==> src/rtl/seq_det_pkg.sv <==
// ---------------------------------------------------------------------------
// seq_det_pkg : shared length-width helper and match-window compare
// Rev 1.0
// ---------------------------------------------------------------------------
`default_nettype none

package seq_det_pkg;

  localparam int MAX_LEN_LIMIT = 16;
  localparam int LEN_W_LIMIT   = $clog2(MAX_LEN_LIMIT + 1);

  // LEN_W for a given MAX_LEN: wide enough to hold the value MAX_LEN itself
  function automatic int len_width(input int max_len);
    return $clog2(max_len + 1);
  endfunction

  function automatic logic window_match(input logic [MAX_LEN_LIMIT-1:0] win,
                                        input logic [MAX_LEN_LIMIT-1:0] pat,
                                        input logic [LEN_W_LIMIT-1:0]   len);
    logic [MAX_LEN_LIMIT-1:0] mask;
    mask = '0;
    for (int i = 0; i < MAX_LEN_LIMIT; i++) begin
      if (i < int'(len)) mask[i] = 1'b1;
    end
    return ((win ^ pat) & mask) == '0;
  endfunction

endpackage

`default_nettype wire

==> src/rtl/sat_counter.sv <==
// ---------------------------------------------------------------------------
// sat_counter : up-counter that sticks at all-ones instead of wrapping
// Rev 1.0
// ---------------------------------------------------------------------------
`default_nettype none

module sat_counter #(
  parameter int CNT_W = 8
) (
  input  logic             clk,
  input  logic             rst,
  input  logic             inc,
  output logic [CNT_W-1:0] cnt
);

  logic [CNT_W-1:0] cnt_q;
  logic [CNT_W-1:0] cnt_d;

  always_comb begin
    cnt_d = cnt_q;
    if (inc && (cnt_q != '1)) cnt_d = cnt_q + CNT_W'(1);
  end

  always_ff @(posedge clk) begin
    if (rst) cnt_q <= '0;
    else     cnt_q <= cnt_d;
  end

  assign cnt = cnt_q;

endmodule

`default_nettype wire

==> src/rtl/seq_detect_param.sv <==
// ---------------------------------------------------------------------------
// seq_detect_param : runtime-configurable serial pattern detector (Mealy)
// Rev 1.0
// ---------------------------------------------------------------------------
`default_nettype none

module seq_detect_param
  import seq_det_pkg::*;
#(
  parameter int                 MAX_LEN = 8,
  parameter int                 CNT_W   = 8,
  parameter logic [MAX_LEN-1:0] DEF_PAT = MAX_LEN'(8'b0000_1101),
  parameter int                 DEF_LEN = 4,
  localparam int                LEN_W   = len_width(MAX_LEN)
) (
  input  logic               clk,
  input  logic               rst,
  input  logic               din,
  input  logic               en,
  input  logic               cfg_we,
  input  logic [MAX_LEN-1:0] cfg_pat,
  input  logic [LEN_W-1:0]   cfg_len,
  input  logic               cfg_ovl,
  output logic               y,
  output logic               y_q,
  output logic [CNT_W-1:0]   match_cnt
);

  localparam logic [LEN_W-1:0] LEN_MAX  = LEN_W'(MAX_LEN);
  localparam logic [LEN_W-1:0] LEN_ONE  = LEN_W'(1);
  localparam logic [LEN_W:0]   FILL_INC = (LEN_W+1)'(1);

  // The oldest history bit never reaches the compare window, so it is not kept
  logic [MAX_LEN-2:0] hist_q, hist_d;
  logic [LEN_W-1:0]   fill_q, fill_d;
  logic [LEN_W-1:0]   len_q, len_d;
  logic [MAX_LEN-1:0] pat_q, pat_d;
  logic               ovl_q, ovl_d;

  logic [MAX_LEN-1:0] win;
  logic               len_ok;
  logic               fill_ok;
  logic               win_ok;

  assign win     = {hist_q, din};
  assign len_ok  = (len_q != '0);
  assign fill_ok = ({1'b0, fill_q} + FILL_INC) >= {1'b0, len_q};
  assign win_ok  = window_match(MAX_LEN_LIMIT'(win), MAX_LEN_LIMIT'(pat_q),
                                LEN_W_LIMIT'(len_q));
  assign y       = ~rst & en & ~cfg_we & len_ok & fill_ok & win_ok;

  always_comb begin
    hist_d = hist_q;
    fill_d = fill_q;
    pat_d  = pat_q;
    len_d  = len_q;
    ovl_d  = ovl_q;
    if (cfg_we) begin
      pat_d  = cfg_pat;
      len_d  = (cfg_len > LEN_MAX) ? LEN_MAX : cfg_len;
      ovl_d  = cfg_ovl;
      hist_d = '0;
      fill_d = '0;
    end else if (en) begin
      hist_d = win[MAX_LEN-2:0];
      // Non-overlap restarts the fill so the next match needs a full fresh window
      if (y && !ovl_q)           fill_d = '0;
      else if (fill_q != LEN_MAX) fill_d = fill_q + LEN_ONE;
    end
  end

  always_ff @(posedge clk) begin
    if (rst) begin
      hist_q <= '0;
      fill_q <= '0;
      pat_q  <= DEF_PAT;
      len_q  <= LEN_W'(DEF_LEN);
      ovl_q  <= 1'b1;
      y_q    <= 1'b0;
    end else begin
      hist_q <= hist_d;
      fill_q <= fill_d;
      pat_q  <= pat_d;
      len_q  <= len_d;
      ovl_q  <= ovl_d;
      y_q    <= y;
    end
  end

  sat_counter #(
    .CNT_W (CNT_W)
  ) u_match_cnt (
    .clk (clk),
    .rst (rst),
    .inc (y),
    .cnt (match_cnt)
  );

endmodule

`default_nettype wire

==> config.mk <==
export PLATFORM = sky130hd
export DESIGN_NAME = seq_detect_param
export DESIGN_NICKNAME = d
export VERILOG_FILES = /design/src/rtl/seq_det_pkg.sv /design/src/rtl/sat_counter.sv /design/src/rtl/seq_detect_param.sv
export SDC_FILE = /design/constraint.sdc
export NUM_CORES = 1
export LEC_CHECK = 0
export CAP_MARGIN = 20
export CELL_PAD_IN_SITES_DETAIL_PLACEMENT = 1
export CELL_PAD_IN_SITES_GLOBAL_PLACEMENT = 1
export CORE_ASPECT_RATIO = 0.6
export CORE_MARGIN = 4
export CORE_UTILIZATION = 26
export DETAILED_ROUTE_END_ITERATION = 8
export HOLD_SLACK_MARGIN = 0.02
export PLACE_DENSITY = 0.58
export SYNTH_ARGS = -nofsm -noshare
export SYNTH_HDL_FRONTEND = slang
export SYNTH_SLANG_ARGS = --single-unit
==> constraint.sdc <==
create_clock -name clk -period 3.07 [get_ports clk]
set_input_delay 0.307 -clock clk [delete_from_list [all_inputs] [get_ports clk]]
set_output_delay 0.307 -clock clk [all_outputs]
set_load 0.02 [all_outputs]
# Word-level counts from Yosys, hierarchy flattened
# Index checks and enable logic that the tools add are counted.
[word_totals] output_inout_bits=10 memories=0 mem_bits_rw=0 latchBits=0 reg_bits=33 romBits=0
[op_classes] n_reduce_logical=8 div=0 bitwise_logic=9 muxes=18 mul=0 eq_ne=2 n_shift=0 magnitude_cmp=17 addsub=3
[ops] cell="< comparator 4 bit (first input constant)" count=7
[ops] cell="logical NOT 16 bit" count=1
[ops] cell="< comparator 3 x 4 -> 1 bit (first input constant)" count=4
[ops] cell="AND 8 x 15 -> 15 bit" count=1
[ops] cell="two-way mux 1 bit" count=15
[ops] cell="two-way mux 4 bit" count=3
[ops] cell="adder 8 x 1 -> 8 bit (second input constant)" count=1
[ops] cell="< comparator 1 x 4 -> 1 bit (first input constant)" count=2
[ops] cell="< comparator 2 x 4 -> 1 bit (first input constant)" count=2
[ops] cell="inequality test 8 bit (second input constant)" count=1
[ops] cell="bitwise XOR 8 bit" count=1
[ops] cell="adder 4 x 1 -> 5 bit (second input constant)" count=1
[ops] cell="AND 1 bit" count=5
[ops] cell="greater-or-equal comparator 5 x 4 -> 1 bit" count=1
[ops] cell="adder 4 x 1 -> 4 bit (second input constant)" count=1
[ops] cell="greater-than comparator 4 bit (second input constant)" count=1
[ops] cell="inequality test 4 bit (second input constant)" count=1
[ops] cell="nonzero test 4 bit" count=1
[ops] cell="logical AND 1 bit" count=2
[ops] cell="inverter 1 bit" count=2
[ops] cell="AND reduction 2 bit" count=1
[ops] cell="nonzero test 2 bit" count=1
[ops] cell="OR reduction 2 bit" count=1
[ops] cell="logical NOT 1 bit" count=1

# Longest topological paths before layout
[depth] depth_word=9 depth_mapped=9 mapped_depth_nobuf=8

# By module
# From an unflattened synthesis, not the netlist that was laid out.
[hier_totals] hier_cells=179 area_unflattened_um2=1684.1
[by_module_without_submodules] mod="seq_detect_param" area_per_inst_um2=1253.7 instances=1 cells_each=133
[by_module_without_submodules] mod="sat_counter" area_per_inst_um2=430.4 instances=1 cells_each=46

# Least setup slack after synthesis
# Ideal clock, no wire load.
[synth_path] path_kind="flip-flop to flip-flop" startpoint="register fill_q[0]" endpoint="register u_match_cnt.cnt_q[4], in the netlist u_match_cnt.cnt[4]" setup_slack_ps=879 period_less_slack_ps=2191 arrival_ps=2121 path_stages_with_launch=10 required_ps=3000 cell_sequence="dfxtp_1 -> inv_1 -> ha_1 -> ha_1 -> a21oi_1 -> o211ai_1 -> nand4_2 -> buf_6 -> or3_1 -> a21oi_1"
[synth_between] elab_chain_cells=5
[synth_rtl] item="start: declaration" line="seq_detect_param.sv:35" source="logic [LEN_W-1:0] fill_q, fill_d;"
[synth_rtl] item="start signal: assignment" line="seq_detect_param.sv:82" source="fill_q <= fill_d;"
[synth_rtl] item="adder 4 x 1 -> 5 bit" line="seq_detect_param.sv:47" source="assign fill_ok = ({1'b0, fill_q} + FILL_INC) >= {1'b0, len_q};"
[synth_rtl] item="greater-or-equal comparator 5 x 4 -> 1 bit" line="seq_detect_param.sv:47"
[synth_rtl] item="AND 1 bit (2 in series)" line="seq_detect_param.sv:50" source="assign y = ~rst & en & ~cfg_we & len_ok & fill_ok & win_ok;"
[synth_rtl] item="logical AND 1 bit" line="sat_counter.sv:21" source="if (inc && (cnt_q != '1)) cnt_d = cnt_q + CNT_W'(1);"
[synth_rtl] item="end signal: assignment" line="sat_counter.sv:26" source="else cnt_q <= cnt_d;"
[synth_rtl] item="end: declaration" line="sat_counter.sv:16" source="logic [CNT_W-1:0] cnt_q;"
# Every way passes these cells.
# A chain may end at the register's enable or synchronous reset.

# Final worst setup path
[layout_path] startpoint="register fill_q[0]" endpoint="output port y"
[layout_between] elab_chain_cells=4
[layout_rtl] item="adder 4 x 1 -> 5 bit" line="seq_detect_param.sv:47"
[layout_rtl] item="greater-or-equal comparator 5 x 4 -> 1 bit" line="seq_detect_param.sv:47"
[layout_rtl] item="AND 1 bit (2 in series)" line="seq_detect_param.sv:50"
[layout_rtl] item="end: declaration" line="seq_detect_param.sv:24" source="output logic y,"
# Every way passes these cells.

==> impl_metrics.tcl <==
set metrics [dict create \
    drt-initial-drc-count 56 \
    root_buffer "clkbuf_8" \
    fin_setup_tns_ns 0 \
    dieWidth_um 110.7 \
    io_pins 28 \
    holdCritStartpoint "pat_q[2]$_SDFFE_PP1P_" \
    hold_depth 2 \
    final-hold-violation-count 0 \
    grt_usage_pct 11.49 \
    layout-drive-gt1-share_pct 8.257 \
    cp_max_fo 6 \
    die_h_um 69.60 \
    ys_top_cells_by_area "dfxtp_1 40%, mux2i_1 11%, nor2_1 6.2%" \
    final_common_cell "dfxtp_1" \
    synth_seq_cells 33 \
    nets 242 \
    ys_seq_area_share_pct 40.18 \
    antenna_cells 0 \
    worstPathCellList "ha_1 > xor2_1 > ha_1 > nand2_1 > o211ai_1 > and3_2 > clkdlybuf4s50_1" \
    slew_headroom_pct 72.00 \
    dieArea_um2 7701 \
    routed_via_density 4.599 \
    slowest_delay_ns 0.60 \
    cap_violations 0 \
    worstHoldEndpoint "pat_q[2]$_SDFFE_PP1P_" \
    synth_area_um2 1644 \
    post_cts_buffers 0 \
    area_growth_pct 28.01 \
    leakagePower_nw 0.8063 \
    layout_min_cycle_time_ns 2.838 \
    drt-total-wl_mm 4.239 \
    htreeDepth 2 \
    grt_pass1_wl_mm 7.113 \
    fin_skew_ns 0.008001 \
    startpoint_type "register" \
    cpMostUsedCell "ha_1" \
    period_share_pct 92.44 \
    worstPathArrival_ns 2.53 \
    numPortBuffers 27 \
    core_area_um2 6111 \
    grt_max_degree 18 \
    required_ns 2.76 \
    worstReg2RegStart "fill_q[0]$_SDFFE_PP0P_" \
    cp_top_family "buffers and inverters" \
    synth_cells 186 \
    synth.largest_area_cell "dfxtp_1" \
    path_clk_slew_ns 0.07 \
    rsz0062_at_grt "false" \
    hpwl_mm 3.238 \
    syn_avg_cell_area_um2 8.839 \
    grt_pass1_vias 1381 \
    yosysWarningCount 0 \
    cp_num_buf_inv 1 \
    post_synth_num_cell_types 33 \
    ctsResizeCount 0 \
    routedWlPerCell_um 14.04 \
    initial_core_util_pct 26.90 \
    timing_worst_slew_pin_value_ns 0.4189 \
    grt_overflow_total 0 \
    rrSetupSlack_ns 0.52 \
    crit_cells 7 \
    final_antenna_net_count 0 \
    holdBufCountCts 0 \
    clockBufferDepth 2 \
    drc 0 \
    rows 22 \
    ir_drop_mv 0.1161 \
    setup_violations 0 \
    power_mw 0.8998 \
    path_class "register to output port" \
    first_pass_iters 4 \
    synth_nets 211 \
    min_path_type "register to register" \
    antenna_found_initial 0 \
    clock-sinks 33 \
    cts_buffers 5 \
    slowest_stage "clkdlybuf4s50_1" \
    yosysTopAreaCellShare_pct 40.18 \
    place_congestion 0.7343 \
    end_kind "output port" \
    vias 1389 \
    r2r_cells 9 \
    worstSkewPairLatency_ns 0.28 \
    status "finished, final reports clean" \
    nFillCells 740 \
    p_per_area_nw_per_um2 427.6 \
    mostFrequentLayoutCells "33 x dfxtp_1, 27 x nor2_1, 27 x clkdlybuf4s50_1" \
    drv_slew 0 \
    timing.fmax_mhz 352.4 \
    cts_tree "built" \
    r2r-end "u_match_cnt.cnt[7]$_SDFFE_PP0P_" \
]
where the power goes:
part / total, mW / switching (mW) / internal [mW] / leakage (nW)
Combinational: 0.100 / 0.0495 / 0.0507 / 0.486
Clock: 0.348 / 0.166 / 0.182 / 0.0512
Sequential: 0.452 / 0.0125 / 0.439 / 0.269
logic make-up after synthesis:
kind of cell             share of synthesized area (%)
buffers and inverters                            5.480
AO/OA/AOI/OAI                                    12.71
XOR/XNOR                                         6.393
flip-flops                                       40.18
AND/OR/NAND/NOR                                  18.95
multiplexers                                     10.96
adder cells (fa/ha/maj)                          5.327
layout make-up:
class,count,area [um^2],share of cell area [%]
clock buffer,6,82.58,3.924
clock inverter,2,13.76,0.6540
inverter,13,48.80,2.319
multi-input combinational,133,893.4,42.45
sequential,33,660.6,31.39
tap,84,105.1,4.994
timing repair buffer,31,300.3,14.27
sequential cells by signal (all words and copies together) (netlist names):
signal           flops
y_q                  1
u_match_cnt.cnt      8
len_q                4
fill_q               4
pat_q                8
hist_q               7
ovl_q                1
worst max-delay path by stage:
| stage | startpoint | to | slack (ns) |
|---|---|---|---|
| after global routing | fill_q[0]$_SDFFE_PP0P_ | y | 0.09 |
| after global placement | din | y | 0.48 |
| final | fill_q[0]$_SDFFE_PP0P_ | y | 0.23 |
| after CTS | fill_q[0]$_SDFFE_PP0P_ | y | 0.21 |
| after floorplan | fill_q[0]$_SDFFE_PP0P_ | u_match_cnt.cnt[4]$_SDFFE_PP0P_ | 0.88 |
| after detailed placement | cfg_we | y | 0.46 |
metal layers:
layer	track usage [%]	vias up	share of wire (%)
met2	14.58	23	38
met3	3.662	2	3.6
met1	18.18	655	58
met4	2.459	0	0.28
met5	0	-	0
li1	-	709	-
synth_stat cells:
cell and number:
xnor2_1 8, a211oi_1 1, o221ai_1 1, a31oi_1 1, and3_2 2, buf_1 2
clkbuf_1 3, nor3_1 1, nand2_1 14, dfxtp_1 33, nor3_2 1, o2111ai_1 1
o22ai_1 2, nor2_1 27, nand3_1 7, o211ai_1 2, buf_6 2, o31ai_1 2
or3_1 3, ha_1 7, xor2_1 4, a221oi_2 1, a21oi_1 15, or4_1 2
inv_1 13, a41oi_1 2, nand4_2 1, nand2b_1 1, nor4_4 1, mux2i_1 18
nand4_1 3, a21o_1 1, o21ai_0 4
worst register-to-register path, stage by stage (launching register included):
cell	delay [ns]
dfxtp_1	0.45
ha_1	0.29
xor2_1	0.10
ha_1	0.29
nand2_1	0.05
o211ai_1	0.24
buf_4	0.18
nand4_2	0.27
or4_1	0.49
a21oi_1	0.14
stage by stage:
stage	util (%)	worst slack, ns	hold WS [ns]	std cells	instance area (um^2)
after floorplan	-	0.8785	0.4358	186	1644
after global placement	32.86	0.4842	0.4818	294	2008
after detailed placement	32.86	0.4564	0.4898	294	2008
after CTS	34.44	0.2136	0.5140	302	2105
after global routing	34.44	0.08857	0.5464	302	2105
final	34.44	0.2320	0.5050	302	2105
No activity file was read; power rests on OpenSTA's default activity.
